`config.mk`:
```
export PLATFORM = sky130hd
export DESIGN_NAME = alarm_ring_controller
export DESIGN_NICKNAME = d
export VERILOG_FILES = /design/src/rtl/alarm_ring_controller_pkg.sv /design/src/rtl/alarm_ring_controller_mod_day_add.sv /design/src/rtl/alarm_ring_controller.sv
export SDC_FILE = /design/constraint.sdc
export NUM_CORES = 1
export LEC_CHECK = 0
export ABC_CLOCK_PERIOD_IN_PS = 4000
export BUFFER_PORTS_ARGS = -buffer_cell sky130_fd_sc_hd__buf_2
export CORE_MARGIN = 4
export CORE_UTILIZATION = 40
export DETAILED_ROUTE_END_ITERATION = 10
export PLACE_DENSITY = 0.77
export SYNTH_ARGS = -nofsm -noshare
export SYNTH_HDL_FRONTEND = slang
export SYNTH_SLANG_ARGS = --single-unit
```
`constraint.sdc`:
```
create_clock -name clk -period 4 [get_ports clk]
set_input_delay 0.2 -clock clk [delete_from_list [all_inputs] [get_ports clk]]
set_output_delay 0.2 -clock clk [all_outputs]
set_load 0.02 [all_outputs]
```
`src/rtl/alarm_ring_controller_pkg.sv`:
```
// Shared encodings and constants for the alarm ring controller.
// Also used by the minute-of-day adder and the time counters.
package alarm_ring_controller_pkg;

  typedef enum logic [1:0] {
    ST_IDLE   = 2'd0,
    ST_RING   = 2'd1,
    ST_SNOOZE = 2'd2
  } state_e;

  localparam logic [10:0] MIN_PER_DAY = 11'd1440;

endpackage

```
`src/rtl/alarm_ring_controller_mod_day_add.sv`:
```
// mod_day_add: combinational (a + b) mod 1440 on minute-of-day values.
// Both operands must already be in 0..1439.
module mod_day_add
  import alarm_ring_controller_pkg::*;
(
  input  logic [10:0] a,
  input  logic [10:0] b,
  output logic [10:0] sum
);

  logic [11:0] raw;
  logic [10:0] wrap;

  always_comb begin
    raw  = {1'b0, a} + {1'b0, b};
    // 11-bit modular subtract is exact: true result is < 1440
    wrap = raw[10:0] - MIN_PER_DAY;
    sum  = (raw >= {1'b0, MIN_PER_DAY}) ? wrap : raw[10:0];
  end

endmodule

```
`src/rtl/alarm_ring_controller.sv`:
```
// Alarm sequencer: minute match, 1 Hz beep, dismiss, timeout.
// Optional snooze path enabled by defining ALARM_SNOOZE_EN.
module alarm_ring_controller
  import alarm_ring_controller_pkg::*;
#(
  parameter int unsigned RING_SEC   = 60,
  parameter int unsigned SNOOZE_MIN = 5,
  parameter int unsigned MAX_SNOOZE = 3
) (
  input  logic        clk,
  input  logic        rst,
  input  logic        tick_1hz,
  input  logic [10:0] cur_mod,
  input  logic [10:0] alarm_mod,
  input  logic        alarm_en,
  input  logic        editing,
  input  logic        btn_dismiss,
  input  logic        btn_snooze,
  output logic        buzzer,
  output logic        ringing,
  output logic        snoozed,
  output logic [1:0]  snooze_cnt
);

  localparam logic [7:0] RING_LAST = 8'(RING_SEC - 1);

  state_e     state_q, state_d;
  logic       beep_q, beep_d;
  logic [7:0] sec_q, sec_d;
  logic       match_q;
  logic       gate, match, fire, stop, go_idle;

`ifdef ALARM_SNOOZE_EN
  localparam logic [1:0]  SNZ_MAX = 2'(MAX_SNOOZE);
  localparam logic [10:0] SNZ_ADD = 11'(SNOOZE_MIN);

  logic [1:0]  cnt_q, cnt_d;
  logic [10:0] start_q, start_d;
  logic [10:0] tgt_q, tgt_d;
  logic [10:0] tgt_sum;
  logic        smatch, smatch_q, sfire;

  mod_day_add u_snz_add (
    .a   (start_q),
    .b   (SNZ_ADD),
    .sum (tgt_sum)
  );
`else
  logic unused_cfg;
  assign unused_cfg = ^{8'(SNOOZE_MIN), 2'(MAX_SNOOZE)};
`endif

  always_comb begin
    gate    = alarm_en & ~editing;
    match   = gate & (cur_mod == alarm_mod);
    fire    = match & ~match_q;
    state_d = state_q;
    beep_d  = beep_q;
    sec_d   = sec_q;
    go_idle = 1'b0;
`ifdef ALARM_SNOOZE_EN
    stop    = btn_dismiss;
    smatch  = gate & (cur_mod == tgt_q);
    sfire   = smatch & ~smatch_q;
    cnt_d   = cnt_q;
    start_d = start_q;
    tgt_d   = tgt_q;
`else
    stop    = btn_dismiss | btn_snooze;
`endif

    unique case (state_q)
      ST_IDLE: begin
        if (fire) begin
          state_d = ST_RING;
          sec_d   = 8'd0;
          beep_d  = 1'b1;
`ifdef ALARM_SNOOZE_EN
          cnt_d   = 2'd0;
          start_d = cur_mod;
`endif
        end
      end
      ST_RING: begin
        if (stop) begin
          go_idle = 1'b1;
`ifdef ALARM_SNOOZE_EN
        end else if (btn_snooze) begin
          if (cnt_q < SNZ_MAX) begin
            state_d = ST_SNOOZE;
            cnt_d   = cnt_q + 2'd1;
            tgt_d   = tgt_sum;
            beep_d  = 1'b0;
          end else begin
            go_idle = 1'b1;
          end
`endif
        end else if (tick_1hz) begin
          if (sec_q == RING_LAST) begin
            go_idle = 1'b1;
          end else begin
            sec_d  = sec_q + 8'd1;
            beep_d = ~beep_q;
          end
        end
      end
`ifdef ALARM_SNOOZE_EN
      ST_SNOOZE: begin
        if (stop) begin
          go_idle = 1'b1;
        end else if (sfire) begin
          state_d = ST_RING;
          sec_d   = 8'd0;
          beep_d  = 1'b1;
          start_d = tgt_q;
        end
      end
`endif
      default: go_idle = 1'b1;
    endcase

    if (!gate) go_idle = 1'b1;

    if (go_idle) begin
      state_d = ST_IDLE;
      beep_d  = 1'b0;
      sec_d   = 8'd0;
`ifdef ALARM_SNOOZE_EN
      cnt_d   = 2'd0;
`endif
    end
  end

  always_ff @(posedge clk) begin
    if (rst) begin
      state_q  <= ST_IDLE;
      beep_q   <= 1'b0;
      sec_q    <= 8'd0;
      match_q  <= 1'b0;
`ifdef ALARM_SNOOZE_EN
      cnt_q    <= 2'd0;
      start_q  <= 11'd0;
      tgt_q    <= 11'd0;
      smatch_q <= 1'b0;
`endif
    end else begin
      state_q  <= state_d;
      beep_q   <= beep_d;
      sec_q    <= sec_d;
      match_q  <= match;
`ifdef ALARM_SNOOZE_EN
      cnt_q    <= cnt_d;
      start_q  <= start_d;
      tgt_q    <= tgt_d;
      smatch_q <= smatch;
`endif
    end
  end

  // Output gate drops the beep in the same clk as disarm/edit
  assign buzzer  = beep_q & gate;
  assign ringing = (state_q == ST_RING);

`ifdef ALARM_SNOOZE_EN
  assign snoozed    = (state_q == ST_SNOOZE);
  assign snooze_cnt = cnt_q;
`else
  assign snoozed    = 1'b0;
  assign snooze_cnt = 2'd0;
`endif

endmodule
```
# --- Yosys cells after proc, flatten, opt, wreduce, memory -nomap -nowiden ---
# Cells that the tools add are included.
classes:
  n_addsub: 1
  n_eq_ne: 6
  muxes: 15
  bitwise: 8
  n_reduce_logical: 5
ops:
  columns: ["op", "n"]
  rows:
  - ["$mux W8", 4]
  - ["$pmux W8 S2", 1]
  - ["$eq A11 B11 Y1", 1]
  - ["$add A8 B1 Y8 const B", 1]
  - ["$eq A8 B6 Y1 const B", 1]
  - ["$mux W1", 8]
  - ["$ne A2 B2 Y1 const B", 4]
  - ["$reduce_and A5 Y1", 1]
  - ["$and A1 B1 Y1", 4]
  - ["$pmux W1 S2", 2]
  - ["$not A1 Y1", 3]
  - ["$logic_not A2 Y1", 1]
  - ["$reduce_and A2 Y1", 1]
  - ["$reduce_bool A2 Y1", 1]
  - ["$reduce_or A2 Y1", 1]
  - ["$or A1 B1 Y1", 1]
word_totals:
  ff_bits: 11
  out_inout_bits: 5
  elab_cells: 39

# --- Logic depth before layout (Yosys ltp) ---
# Gate-level depths: netlist of the first run.
logic_depth:
  ltp_word: 7
  depth_mapped: 7
  ltp_nobuf: 6

# --- Worst setup path before layout of the first run ---
# No wires, ideal clock.
synth_timing:
  path_type: "reg-to-reg"
  from: "reg sec_q[0]"
  to: "reg sec_q[7]"
  setup_ns: 0.122
  t_arrival_ns: 1.708
  required_time_ns: 3.878
  slack_ns: 2.170
  path_stages_with_launch: 7
  n_path_buf: 0
  synth_period_minus_slack_ns: 1.830
  path_cell_list: "dfxtp_1 > ha_1 > nand4_1 > or4_4 > o21ba_4 > and4_1 > a221o_1"
synth_via:
  elab_chain_len: 7
  word_cells_on_any_way: 14
  cone_classes: "1 x add/sub; 2 x eq/ne; 9 x mux; 2 x reduce/logical"
synth_lines:
  columns: ["item", "line", "rtl"]
  rows:
  - ["start, declared", "alarm_ring_controller.sv:29", "logic [7:0] sec_q, sec_d;"]
  - ["start signal, assigned", "alarm_ring_controller.sv:138", "sec_q <= 8'd0;"]
  - ["start signal, assigned", "alarm_ring_controller.sv:149", "sec_q <= sec_d;"]
  - ["parallel branches: the longest is 7 deep, another holds $add A8 B1 Y8", null, null]
# Several ways; the timed one is not identified. The select of a mux whose other input is x is not followed.
# A chain may end at the register's enable or synchronous reset.

# --- Final worst setup path of the first run ---
layout_timing:
  from: "reg sec_q[0]"
  to: "reg sec_q[0]"
# Same word-level chain as after synthesis.

==> key figures, run 1 <==
STA
  • Final Skew: 0.00353 ns
  • Slew Limit Fails: 0
  • Setup violators final: 0
  • RSZ-0062 raised after global routing: no
  • Setup TNS: 0 ns
  • F_max: 516 MHz
  • Crit path time final: 1.94 ns
  • Period utilization: 0.484
  • Final Hold Fails: 0

Job
  • Maxcap violations: 0

Critical path
  • Crit end category: register
  • Critical path class: reg -> reg
  • Required time of the critical path: 4.21 ns
  • Critical path depth: 6
  • CP bufs+invs: 0
  • Critical Path Slowest Stage Cell: or4_4
  • Crit path largest cell delay: 0.47 ns
  • CP top delay family: simple AND/OR/NAND/NOR gates
  • FF-to-FF path depth: 6
  • Peak fanout along the critical path: 6
  • Worst-path cell chain: ha_1 > nand4_1 > or4_4 > and2_4 > a211oi_4 > mux2_2
  • Startpoint types: register
  • Crit path DAT: 2.15 ns

Clock network
  • Clk slew on worst S/H paths: 0.06 ns
  • Clock Path Buffers: 2
  • Maximum level of the CTS H-tree: 1
  • Hold-fix buffers at CTS: 0
  • TritonCTS clock tree: yes
  • Clock Tree Root: clkbuf_4
  • CTS sink count: 11
  • Cts bufs inserted: 3
  • Worst skew pair latency: 0.27 ns
  • CTS resizes: 0
  • Setup bufs post-CTS: 0

Synthesis
  • YS warnings: 0
  • Synth Flop Type: dfxtp_1
  • Mapped Area: 822 um^2
  • Post-synth EDFFs: 0
  • Synth cell types: 37
  • Post-Syn Area per Cell: 8.94 um^2
  • Seq/Total Area, Yosys: 0.268
  • #FFs+latches synth: 11
  • Asr flop ratio synth: 0
  • Mapped Cells: 92

Drt
  • Drt pass-1 iters: 4
  • Vias/cell: 5.43
  • Drt drc: 0
  • Wire length on met1: 689 um
  • Drt total wl: 1750 um
  • Routed WL per cell: 11.6 um
  • Starting DRT DRC Count: 18
  • Post-route ant nets: 0
  • Met2 WL post-DR: 872 um
  • Vias: 820
  • Routed length on met3: 186 um
  • Top layer in use: met3

Global route
  • Initial antenna violation count: 0
  • Vias in the first global route: 758
  • First-pass GRT wire length: 2970 um
  • Global-route usage over all layers: 0.141
  • GRT overflow: 0
  • Largest net degree at the start of global routing: 10

Outcome
  • Outcome: finished, final reports clean

Power and ir drop
  • Lkg Pwr: 0.414 nW
  • Worst VDD drop: 0.113 mV
  • Power Density: 222 nW/um^2
  • Power, Total: 0.000224 W

Layout
  • Commonest cells after routing, fill and taps aside: 30 x buf_2, 11 x xnor2_1, 11 x dfxtp_1
  • # diodes: 0
  • # nets final: 155
  • Share of cells above drive strength 1: 0.331
  • Synth-to-layout area growth: 22.4%
  • Most common cell after layout, fill and taps aside: buf_2

Place
  • Number of port buffers: 30
  • Detailed placement HPWL: 1480 um
  • Global placer's final weighted congestion: 0.897

Floorplanning
  • Core Box Area: 1960 um^2
  • DIE AREA: 2840 um^2
  • Initial Util: 0.419
  • Std cell rows: 16
  • Die height: 53.3 um
  • Die W: 53.3 um
  • I/O Pins: 34

Min path
  • Cell depth of the worst hold path: 2
  • Hold Path Class: in -> reg
cell families after synthesis:
| kind of cell | after synthesis | share of synthesized area |
|---|---|---|
| XOR/XNOR | 11 | 0.117 |
| multiplexers | 1 | 0.0137 |
| AO/OA/AOI/OAI | 14 | 0.180 |
| other | 1 | 0.00456 |
| AND/OR/NAND/NOR | 47 | 0.352 |
| adder cells (fa/ha/maj) | 1 | 0.0152 |
| buffers and inverters | 6 | 0.0502 |
| flip-flops | 11 | 0.268 |
flip-flops by register name, summed over array words and instances, names as in the netlist:
signal / cells
beep_q: 1
match_q: 1
sec_q: 8
state_q: 1
power by group:
| group | internal, W | switching [W] |
|---|---|---|
| logic | 0.0000210 | 0.0000182 |
| registers | 0.000109 | 0.00000000269 |
| clock network | 0.0000386 | 0.0000365 |
| total | 0.000169 | 0.0000547 |
through the flow:
| step | hold slack, ns | utilization | instances | worst slack (ns) | area, um^2 |
|---|---|---|---|---|---|
| floorplan | 0.277 | - | 94 | 2.17 | 830 |
| global placement | 0.384 | 0.499 | 147 | 2.13 | 980 |
| detailed placement | 0.391 | 0.499 | 147 | 2.07 | 980 |
| CTS | 0.107 | 0.513 | 151 | 2.06 | 1010 |
| global route | 0.106 | 0.513 | 151 | 1.95 | 1010 |
| finish | 0.114 | 0.513 | 151 | 2.06 | 1010 |
final timing paths:
check                           slack (ns)                   from                    end
worst max-delay path                  2.06  sec_q[0]$_SDFFE_PP0P_  sec_q[0]$_SDFFE_PP0P_
worst min-delay path                  0.11                    rst     match_q$_SDFF_PP0_
worst max register to register        2.06  sec_q[0]$_SDFFE_PP0P_  sec_q[0]$_SDFFE_PP0P_
worst min register to register        0.48    beep_q$_SDFFE_PP0P_    beep_q$_SDFFE_PP0P_
cell usage after synthesis, drive strengths merged, types with 2 or more instances:
cell | instances | area [um^2]
nor4b | 3 | 32.5
nand3 | 2 | 10.0
xnor2 | 11 | 96.3
or2 | 2 | 15.0
nor3b | 2 | 15.0
inv | 2 | 7.51
and3 | 3 | 18.8
and4 | 2 | 17.5
a21o | 2 | 15.0
a32o | 2 | 20.0
nor3 | 3 | 15.0
a221o | 2 | 20.0
or4 | 2 | 18.8
and2 | 3 | 21.3
nand2 | 7 | 26.3
dfxtp | 11 | 220
a211oi | 2 | 27.5
nand4 | 8 | 50.1
nor2 | 6 | 22.5
buf | 4 | 33.8
nor2b | 3 | 18.8
layer usage:
layer | up-vias | global-route usage
met5 | - | 0
met4 | 0 | 0.0255
met3 | 0 | 0.0620
met2 | 40 | 0.255
met1 | 376 | 0.150
li1 | 404 | -
layout make-up:
class,count,area [um^2]
Multi-Input combinational cell,77,568
Tap cell,27,33.8
Fill cell,208,956
Timing Repair Buffer,30,150
Inverter,2,7.51
Clock buffer,4,26.3
Sequential cell,11,220
worst reg2reg max path, stage by stage (launching register included):
cell	delay, ns
dfxtp_1	0.36
ha_1	0.21
nand4_1	0.11
or4_4	0.47
and2_4	0.18
a211oi_4	0.34
mux2_2	0.21
(Power assumes the default switching activity.)
==> inputs of run 2 (changes only) <==
--- a/config.mk
+++ b/config.mk
@@ -5,12 +5,13 @@
 export SDC_FILE = /design/constraint.sdc
 export NUM_CORES = 1
 export LEC_CHECK = 0
-export ABC_CLOCK_PERIOD_IN_PS = 4000
+export ABC_AREA = 1
+export ABC_CLOCK_PERIOD_IN_PS = 1900
 export BUFFER_PORTS_ARGS = -buffer_cell sky130_fd_sc_hd__buf_2
 export CORE_MARGIN = 4
 export CORE_UTILIZATION = 40
 export DETAILED_ROUTE_END_ITERATION = 10
-export PLACE_DENSITY = 0.77
+export PLACE_DENSITY = 0.76
 export SYNTH_ARGS = -nofsm -noshare
 export SYNTH_HDL_FRONTEND = slang
 export SYNTH_SLANG_ARGS = --single-unit
==> constraint.sdc (replaced) <==
create_clock -name clk -period 1.9 [get_ports clk]
set_input_delay 0.095 -clock clk [delete_from_list [all_inputs] [get_ports clk]]
set_output_delay 0.095 -clock clk [all_outputs]
set_load 0.02 [all_outputs]
==> run 2 against run 1 <==
Compared with the run above: sequential cell count is the same; largest power group unchanged; critical path depth grew 1; die area grew 11%; fmax grew 28%; critical endpoint is now state_q[0]$_SDFFE_PP0P_; critical path type unchanged; clock power grew 110%; wire length grew 6.6%; sequential share of layout area shrank 2.3 points.
==> key figures, run 2 <==
Outcome
  • Outcome: finished, final reports clean (unchanged)

Synthesis
  • Most common cell in the synthesized netlist: nand2_1
  • Synth area leader: dfxtp_1 (unchanged)
  • Asr flop ratio synth: 0 (unchanged)
  • Mapped Area: 930 um^2 (was 822 um^2)
  • Seq/Total Area, Yosys: 0.237 (was 0.268)
  • Top cells by instance count after synthesis: 49 x nand2_1, 29 x nor2_1, 24 x inv_1 (was 11 x dfxtp_1, 11 x xnor2_1, 8 x nand4_1)
  • Synth Flop Type: dfxtp_1 (unchanged)
  • Post-synth EDFFs: 0 (unchanged)
  • Top-area cell type share of the netlist area: 0.237 (was 0.268)
  • YS warnings: 0 (unchanged)
  • Mapped Cells: 163 (was 92)
  • Synth cell types: 24 (was 37)
  • Ranking of synthesized cells by area: dfxtp_1 24%, nand2_1 20%, nor2_1 12% (was dfxtp_1 27%, xnor2_1 12%, nand4_1 6.1%)
  • #FFs+latches synth: 11 (unchanged)
  • Post-Syn Area per Cell: 5.70 um^2 (was 8.94 um^2)

Drt
  • Drt total wl: 1860 um (was 1750 um)
  • Drt pass-1 iters: 4 (unchanged)
  • Starting DRT DRC Count: 6 (was 18)
  • Drt drc: 0 (unchanged)
  • Vias/cell: 4.41 (was 5.43)
  • Vias: 984 (was 820)
  • Routed WL per cell: 8.35 um (was 11.6 um)
  • Post-route ant nets: 0 (unchanged)

Critical path
  • CP bufs+invs: 1 (was 0)
  • Reg-to-reg slack, setup: 0.38 ns (was 2.06 ns)
  • Worst-path cell chain: ha_1 > inv_1 > nor2_1 > nand3_2 > o21ai_0 > a21oi_2 > a21boi_0 (was ha_1 > nand4_1 > or4_4 > and2_4 > a211oi_4 > mux2_2)
  • Crit path largest cell delay: 0.41 ns (was 0.47 ns)
  • Required time of the critical path: 2.10 ns (was 4.21 ns)
  • Crit path DAT: 1.72 ns (was 2.15 ns)
  • Startpoint types: register (unchanged)
  • Reg-to-Reg End: state_q[0]$_SDFFE_PP0P_ (was sec_q[0]$_SDFFE_PP0P_)
  • Critical Path Slowest Stage Cell: a21oi_2 (was or4_4)
  • Crit path from: sec_q[0]$_SDFFE_PP0P_ (unchanged)
  • Peak fanout along the critical path: 10 (was 6)
  • Crit end category: register (unchanged)
  • FF-to-FF path depth: 7 (was 6)
  • Critical R2R Launch: sec_q[0]$_SDFFE_PP0P_ (unchanged)
  • Critical path class: reg -> reg (unchanged)
  • CP top delay family: compound AO/OA/AOI/OAI gates (was simple AND/OR/NAND/NOR gates)

Layout
  • Share of cells above drive strength 1: 0.236 (was 0.331)
  • Fill cell count: 251 (was 208)
  • Max reg flops: 8 (unchanged)
  • Multi-input gate area: 576 um^2 (was 568 um^2)
  • Commonest cells after routing, fill and taps aside: 49 x nand2_1, 30 x buf_2, 29 x nor2_1 (was 30 x buf_2, 11 x xnor2_1, 11 x dfxtp_1)
  • # diodes: 0 (unchanged)
  • # nets final: 226 (was 155)
  • Synth-to-layout area growth: 20.7% (was 22.4%)
  • Reg area: 220 um^2 (unchanged)
  • Most common cell after layout, fill and taps aside: nand2_1 (was buf_2)
  • Biggest register: sec_q (unchanged)

Clock network
  • TritonCTS clock tree: yes (unchanged)
  • Clock Path Buffers: 2 (unchanged)
  • Setup bufs post-CTS: 0 (unchanged)
  • Clock Tree Root: clkbuf_4 (unchanged)
  • CTS sink count: 11 (unchanged)
  • Worst skew pair latency: 0.27 ns (about the same)
  • Cts bufs inserted: 3 (unchanged)
  • Clk slew on worst S/H paths: 0.07 ns (was 0.06 ns)
  • Maximum level of the CTS H-tree: 1 (unchanged)

Power and ir drop
  • P_int: 0.000352 W (was 0.000169 W)
  • Gate power share: 0.172 (was 0.176)
  • Lkg Pwr: 0.579 nW (was 0.414 nW)
  • Net Sw Power: 0.000119 W (was 0.0000547 W)
  • Sw Share: 0.253 (was 0.244)
  • Clock Power Share: 0.340 (was 0.335)
  • Power, Total: 0.000471 W (was 0.000224 W)
  • Worst VDD drop: 0.213 mV (was 0.113 mV)
  • Sequential Power Share: 0.489 (about the same)
  • Power Density: 420 nW/um^2 (was 222 nW/um^2)

Floorplanning
  • Core Box Area: 2210 um^2 (was 1960 um^2)
  • Die height: 56.2 um (was 53.3 um)
  • I/O Pins: 34 (unchanged)
  • Initial Util: 0.420 (was 0.419)
  • Die W: 56.2 um (was 53.3 um)
  • DIE AREA: 3160 um^2 (was 2840 um^2)
  • Std cell rows: 17 (was 16)

Global route
  • Global-route usage over all layers: 0.128 (was 0.141)
  • Vias in the first global route: 888 (was 758)
  • Initial antenna violation count: 0 (unchanged)
  • GRT overflow: 0 (unchanged)
  • First-pass GRT wire length: 3400 um (was 2970 um)
  • Largest net degree at the start of global routing: 16 (was 10)

STA
  • Crit path time final: 1.52 ns (was 1.94 ns)
  • Setup TNS: 0 ns (unchanged)
  • Slew Limit Fails: 0 (unchanged)
  • RSZ-0062 raised after global routing: no (unchanged)
  • Period utilization: 0.799 (was 0.484)
  • Final Skew: 0.00608 ns (was 0.00353 ns)
  • Final Hold Fails: 0 (unchanged)
  • F_max: 659 MHz (was 516 MHz)
  • Setup violators final: 0 (unchanged)

Min path
  • Worst hold path startpoint: cur_mod[3] (was rst)
  • Hold Path Class: in -> reg (unchanged)
  • Cell depth of the worst hold path: 6 (was 2)
  • Hold path endpoint: match_q$_SDFF_PP0_ (unchanged)

Place
  • Number of port buffers: 30 (unchanged)
  • Detailed placement HPWL: 1490 um (was 1480 um)
  • Global placer's final weighted congestion: 0.795 (was 0.897)

Job
  • Maxcap violations: 0 (unchanged)
## run 2: final cells by class
class	instances	share of cell area
clock buffers	4	0.0234
inverters	26	0.0870
multi-input cells	122	0.513
flip-flops and latches	11	0.196
well taps	28	0.0312
repair buffers	32	0.149
## run 2: power by group through the flow
stage / combinational, W / clock, W / sequential (W)
3_3_place_gp: 0.0000790 / 0 / 0.000236
3_5_place_dp: 0.0000801 / 0 / 0.000236
2_1_floorplan: 0.0000482 / 0 / 0.000236
5_1_grt: 0.0000950 / 0.000176 / 0.000230
6_report: 0.0000810 / 0.000160 / 0.000230
4_1_cts: 0.0000821 / 0.000170 / 0.000230
## run 2: per-layer routing
layer / track usage / vias up / part of all wire
li1: - / 553 / -
met1: 0.157 / 404 / 0.48
met3: 0.0302 / 4 / 0.062
met5: 0 / - / 0
met2: 0.219 / 23 / 0.45
met4: 0.0407 / 0 / 0.012
## run 2: cell families (layout without fill, tap and decap cells)
group / Yosys count / after routing / share of synthesized area
AO/OA/AOI/OAI: 12 / 12 / 0.0740
XOR/XNOR: 3 / 3 / 0.0283
adder cells (fa/ha/maj): 1 / 1 / 0.0135
buffers and inverters: 32 / 62 / 0.152
flip-flops: 11 / 11 / 0.237
other: 1 / 3 / 0.00403
AND/OR/NAND/NOR: 103 / 103 / 0.491
## run 2: worst max-delay path by stage
stage / end / slack [ns] / depth (start not counted)
CTS: state_q[0]$_SDFFE_PP0P_ / 0.37 / 7
global route: sec_q[1]$_SDFFE_PP0P_ / 0.22 / 8
finish: state_q[0]$_SDFFE_PP0P_ / 0.38 / 7
floorplan: sec_q[0]$_SDFFE_PP0P_ / 0.57 / 5
global placement: state_q[0]$_SDFFE_PP0P_ / 0.44 / 7
detailed placement: state_q[0]$_SDFFE_PP0P_ / 0.39 / 7
## run 2: worst min-delay path, stage by stage
cell     delay [ns]
buf_2          0.08
xnor2_1        0.05
nand2_1        0.05
nor2_1         0.05
nand2_1        0.06
nor2_1         0.03
## run 2: repair_timing
item,in CTS,in global routing
hold buffers,1,0
hold endpoints to repair,1,0
gates resized for setup,0,0
## run 2: through the flow
stage                     std cells  utilization  hold slack [ns]  setup slack (ns)  area, um^2
after global routing            223        0.507            0.226             0.223        1120
final                           223        0.507            0.186             0.382        1120
after detailed placement        218        0.491            0.276             0.393        1090
after global placement          218        0.491            0.271             0.435        1090
after floorplan                 165            -            0.167             0.569         937
after CTS                       223        0.507            0.182             0.369        1120
==> inputs of run 3 (changes only) <==
--- a/config.mk
+++ b/config.mk
@@ -6,7 +6,7 @@
 export NUM_CORES = 1
 export LEC_CHECK = 0
 export ABC_AREA = 1
-export ABC_CLOCK_PERIOD_IN_PS = 1900
+export ABC_CLOCK_PERIOD_IN_PS = 1510
 export BUFFER_PORTS_ARGS = -buffer_cell sky130_fd_sc_hd__buf_2
 export CORE_MARGIN = 4
 export CORE_UTILIZATION = 40
==> constraint.sdc (replaced) <==
create_clock -name clk -period 1.51 [get_ports clk]
set_input_delay 0.0755 -clock clk [delete_from_list [all_inputs] [get_ports clk]]
set_output_delay 0.0755 -clock clk [all_outputs]
set_load 0.02 [all_outputs]
==> run 3 against run 2 <==
Compared with the run above: sequential power grew 26%; sequential share of layout area is 0.48 points lower; setup slack worse by 0.28 ns; final cell count increased by 1.3%; sequential cell count is the same; via count down 1.2%; fmax is 7.9% higher; die area did not move; design area is 3.7% higher; core utilization increased by 1.9 points; register-to-register slack worse by 0.28 ns.
==> key figures, run 3 (synthesis results as in run 2) <==
Floorplanning
  • DIE AREA: 3160 um^2 (unchanged)
  • Initial Util: 0.420 (unchanged)
  • I/O Pins: 34 (unchanged)
  • Core Box Area: 2210 um^2 (unchanged)
  • Die W: 56.2 um (unchanged)
  • Die height: 56.2 um (unchanged)
  • Std cell rows: 17 (unchanged)

Min path
  • Hold Path Class: in -> reg (unchanged)

STA
  • Hold WS: 0.177 ns (was 0.186 ns)
  • Slew Limit Fails: 0 (unchanged)
  • Setup TNS: 0 ns (unchanged)
  • Setup violators final: 0 (unchanged)
  • Final Hold Fails: 0 (unchanged)
  • Final Skew: 0.00132 ns (was 0.00608 ns)
  • RSZ-0062 raised after global routing: no (unchanged)
  • Final worst setup slack: 0.104 ns (was 0.382 ns)
  • F_max: 711 MHz (was 659 MHz)
  • Crit path time final: 1.41 ns (was 1.52 ns)
  • Period utilization: 0.931 (was 0.799)

Critical path
  • Startpoint types: register (unchanged)
  • Crit end category: register (unchanged)
  • Reg-to-reg slack, setup: 0.10 ns (was 0.38 ns)
  • Crit path DAT: 1.56 ns (was 1.72 ns)
  • Required time of the critical path: 1.67 ns (was 2.10 ns)
  • Critical path class: reg -> reg (unchanged)
  • Peak fanout along the critical path: 7 (was 10)

Global route
  • Vias in the first global route: 864 (was 888)
  • Global-route usage over all layers: 0.125 (was 0.128)
  • First-pass GRT wire length: 3300 um (was 3400 um)
  • Largest net degree at the start of global routing: 16 (unchanged)
  • GRT overflow: 0 (unchanged)
  • Initial antenna violation count: 0 (unchanged)

Clock network
  • Clock Tree Root: clkbuf_4 (unchanged)
  • CTS sink count: 11 (unchanged)
  • Worst skew pair latency: 0.27 ns (about the same)
  • Setup bufs post-CTS: 0 (unchanged)
  • Cts bufs inserted: 3 (unchanged)
  • Maximum level of the CTS H-tree: 1 (unchanged)
  • TritonCTS clock tree: yes (unchanged)
  • Clk slew on worst S/H paths: 0.07 ns (about the same)
  • Clock Path Buffers: 2 (unchanged)

Outcome
  • Outcome: finished, final reports clean (unchanged)

Power and ir drop
  • Worst VDD drop: 0.321 mV (was 0.213 mV)
  • Power Density: 515 nW/um^2 (was 420 nW/um^2)
  • Lkg Pwr: 0.594 nW (was 0.579 nW)
  • Power, Total: 0.000599 W (was 0.000471 W)

Place
  • Post-Place Cells: 221 (was 218)
  • Global placer's final weighted congestion: 0.834 (was 0.795)
  • Number of port buffers: 30 (unchanged)
  • Setup WS pre-CTS: 0.0121 ns (was 0.393 ns)
  • Detailed placement HPWL: 1510 um (was 1490 um)

Layout
  • Share of cells above drive strength 1: 0.278 (was 0.236)
  • Max reg flops: 8 (unchanged)
  • Fill cell count: 233 (was 251)
  • # nets final: 229 (was 226)
  • Commonest cells after routing, fill and taps aside: 49 x nand2_1, 30 x buf_2, 27 x nor2_1 (was 49 x nand2_1, 30 x buf_2, 29 x nor2_1)
  • Biggest register: sec_q (unchanged)
  • Most common cell after layout, fill and taps aside: nand2_1 (unchanged)
  • Synth-to-layout area growth: 25.2% (was 20.7%)
  • # diodes: 0 (unchanged)
  • Post-Layout Cell Count: 226 (was 223)

Drt
  • Post-route ant nets: 0 (unchanged)
  • Drt pass-1 iters: 3 (was 4)
  • Vias: 972 (was 984)
  • Drt drc: 0 (unchanged)
  • Routed WL per cell: 8.15 um (was 8.35 um)
  • Vias/cell: 4.30 (was 4.41)
  • Drt total wl: 1840 um (was 1860 um)
  • Starting DRT DRC Count: 12 (was 6)

Job
  • Maxcap violations: 0 (unchanged)
==> run 3: cell types whose count changed in the layout (fill, tap and decap cells not counted) <==
cell / delta
o21ai_0: -1
ha_2: +1
nand2_2: -1
nor2_1: -2
buf_4: +3
nor2_2: +2
nand2_4: +1
ha_1: -1
o21ai_2: +1
dfxtp_1: -2
dfxtp_2: +2
==> run 3: worst max-delay path: stages (launching register included) <==
cell and delay, ns:
dfxtp_1 0.35, ha_2 0.20, inv_1 0.04, nor2_1 0.11
nand3_2 0.11, o21ai_2 0.14, a21oi_2 0.07, buf_4 0.17
a21boi_0 0.12
==> run 3: report_power, final <==
group	total (W)	switching [W]	internal, W	leakage, nW
combinational	0.000106	0.0000521	0.0000539	0.490
sequential	0.000290	0.0000000374	0.000290	0.0896
clock	0.000203	0.000101	0.000102	0.0150
total	0.000599	0.000153	0.000446	0.594
==> run 3: cell type report <==
| type | count | area, um^2 | area share |
|---|---|---|---|
| clock buffer | 4 | 26.3 | 0.0226 |
| multi-input combinational | 122 | 592 | 0.509 |
| tap | 28 | 35.0 | 0.0301 |
| timing repair buffer | 35 | 190 | 0.163 |
| inverter | 26 | 97.6 | 0.0839 |
| sequential | 11 | 223 | 0.191 |
==> run 3: path summary, 6_finish.rpt <==
check	from	end	cells past startpoint
setup / recovery	sec_q[1]$_SDFFE_PP0P_	state_q[0]$_SDFFE_PP0P_	8
hold / removal	cur_mod[3]	match_q$_SDFF_PP0_	6
setup reg to reg	sec_q[1]$_SDFFE_PP0P_	state_q[0]$_SDFFE_PP0P_	8
hold reg to reg	sec_q[5]$_SDFFE_PP0P_	sec_q[5]$_SDFFE_PP0P_	2
==> run 3: per-stage QoR <==
step	utilization	area, um^2
final	0.526	1160
after CTS	0.518	1140
after global routing	0.526	1160
after detailed placement	0.501	1110
after floorplan	-	937
after global placement	0.501	1110
==> run 3: what timing repair did <==
action / in CTS / in global routing
hold buffers: 1 / 0
resized for setup: 0 / 8
endpoints found under the hold margin: 1 / 0
setup endpoints to repair: 0 / 10
==> run 3: layer usage <==
layer | up-vias | wire length (um) | share of wire | GRT usage
met5 | - | 0 | 0 | 0
met4 | 0 | 17 | 0.0092 | 0.0305
met3 | 2 | 111 | 0.060 | 0.0325
met2 | 17 | 811 | 0.44 | 0.215
met1 | 395 | 901 | 0.49 | 0.154
li1 | 558 | - | - | -
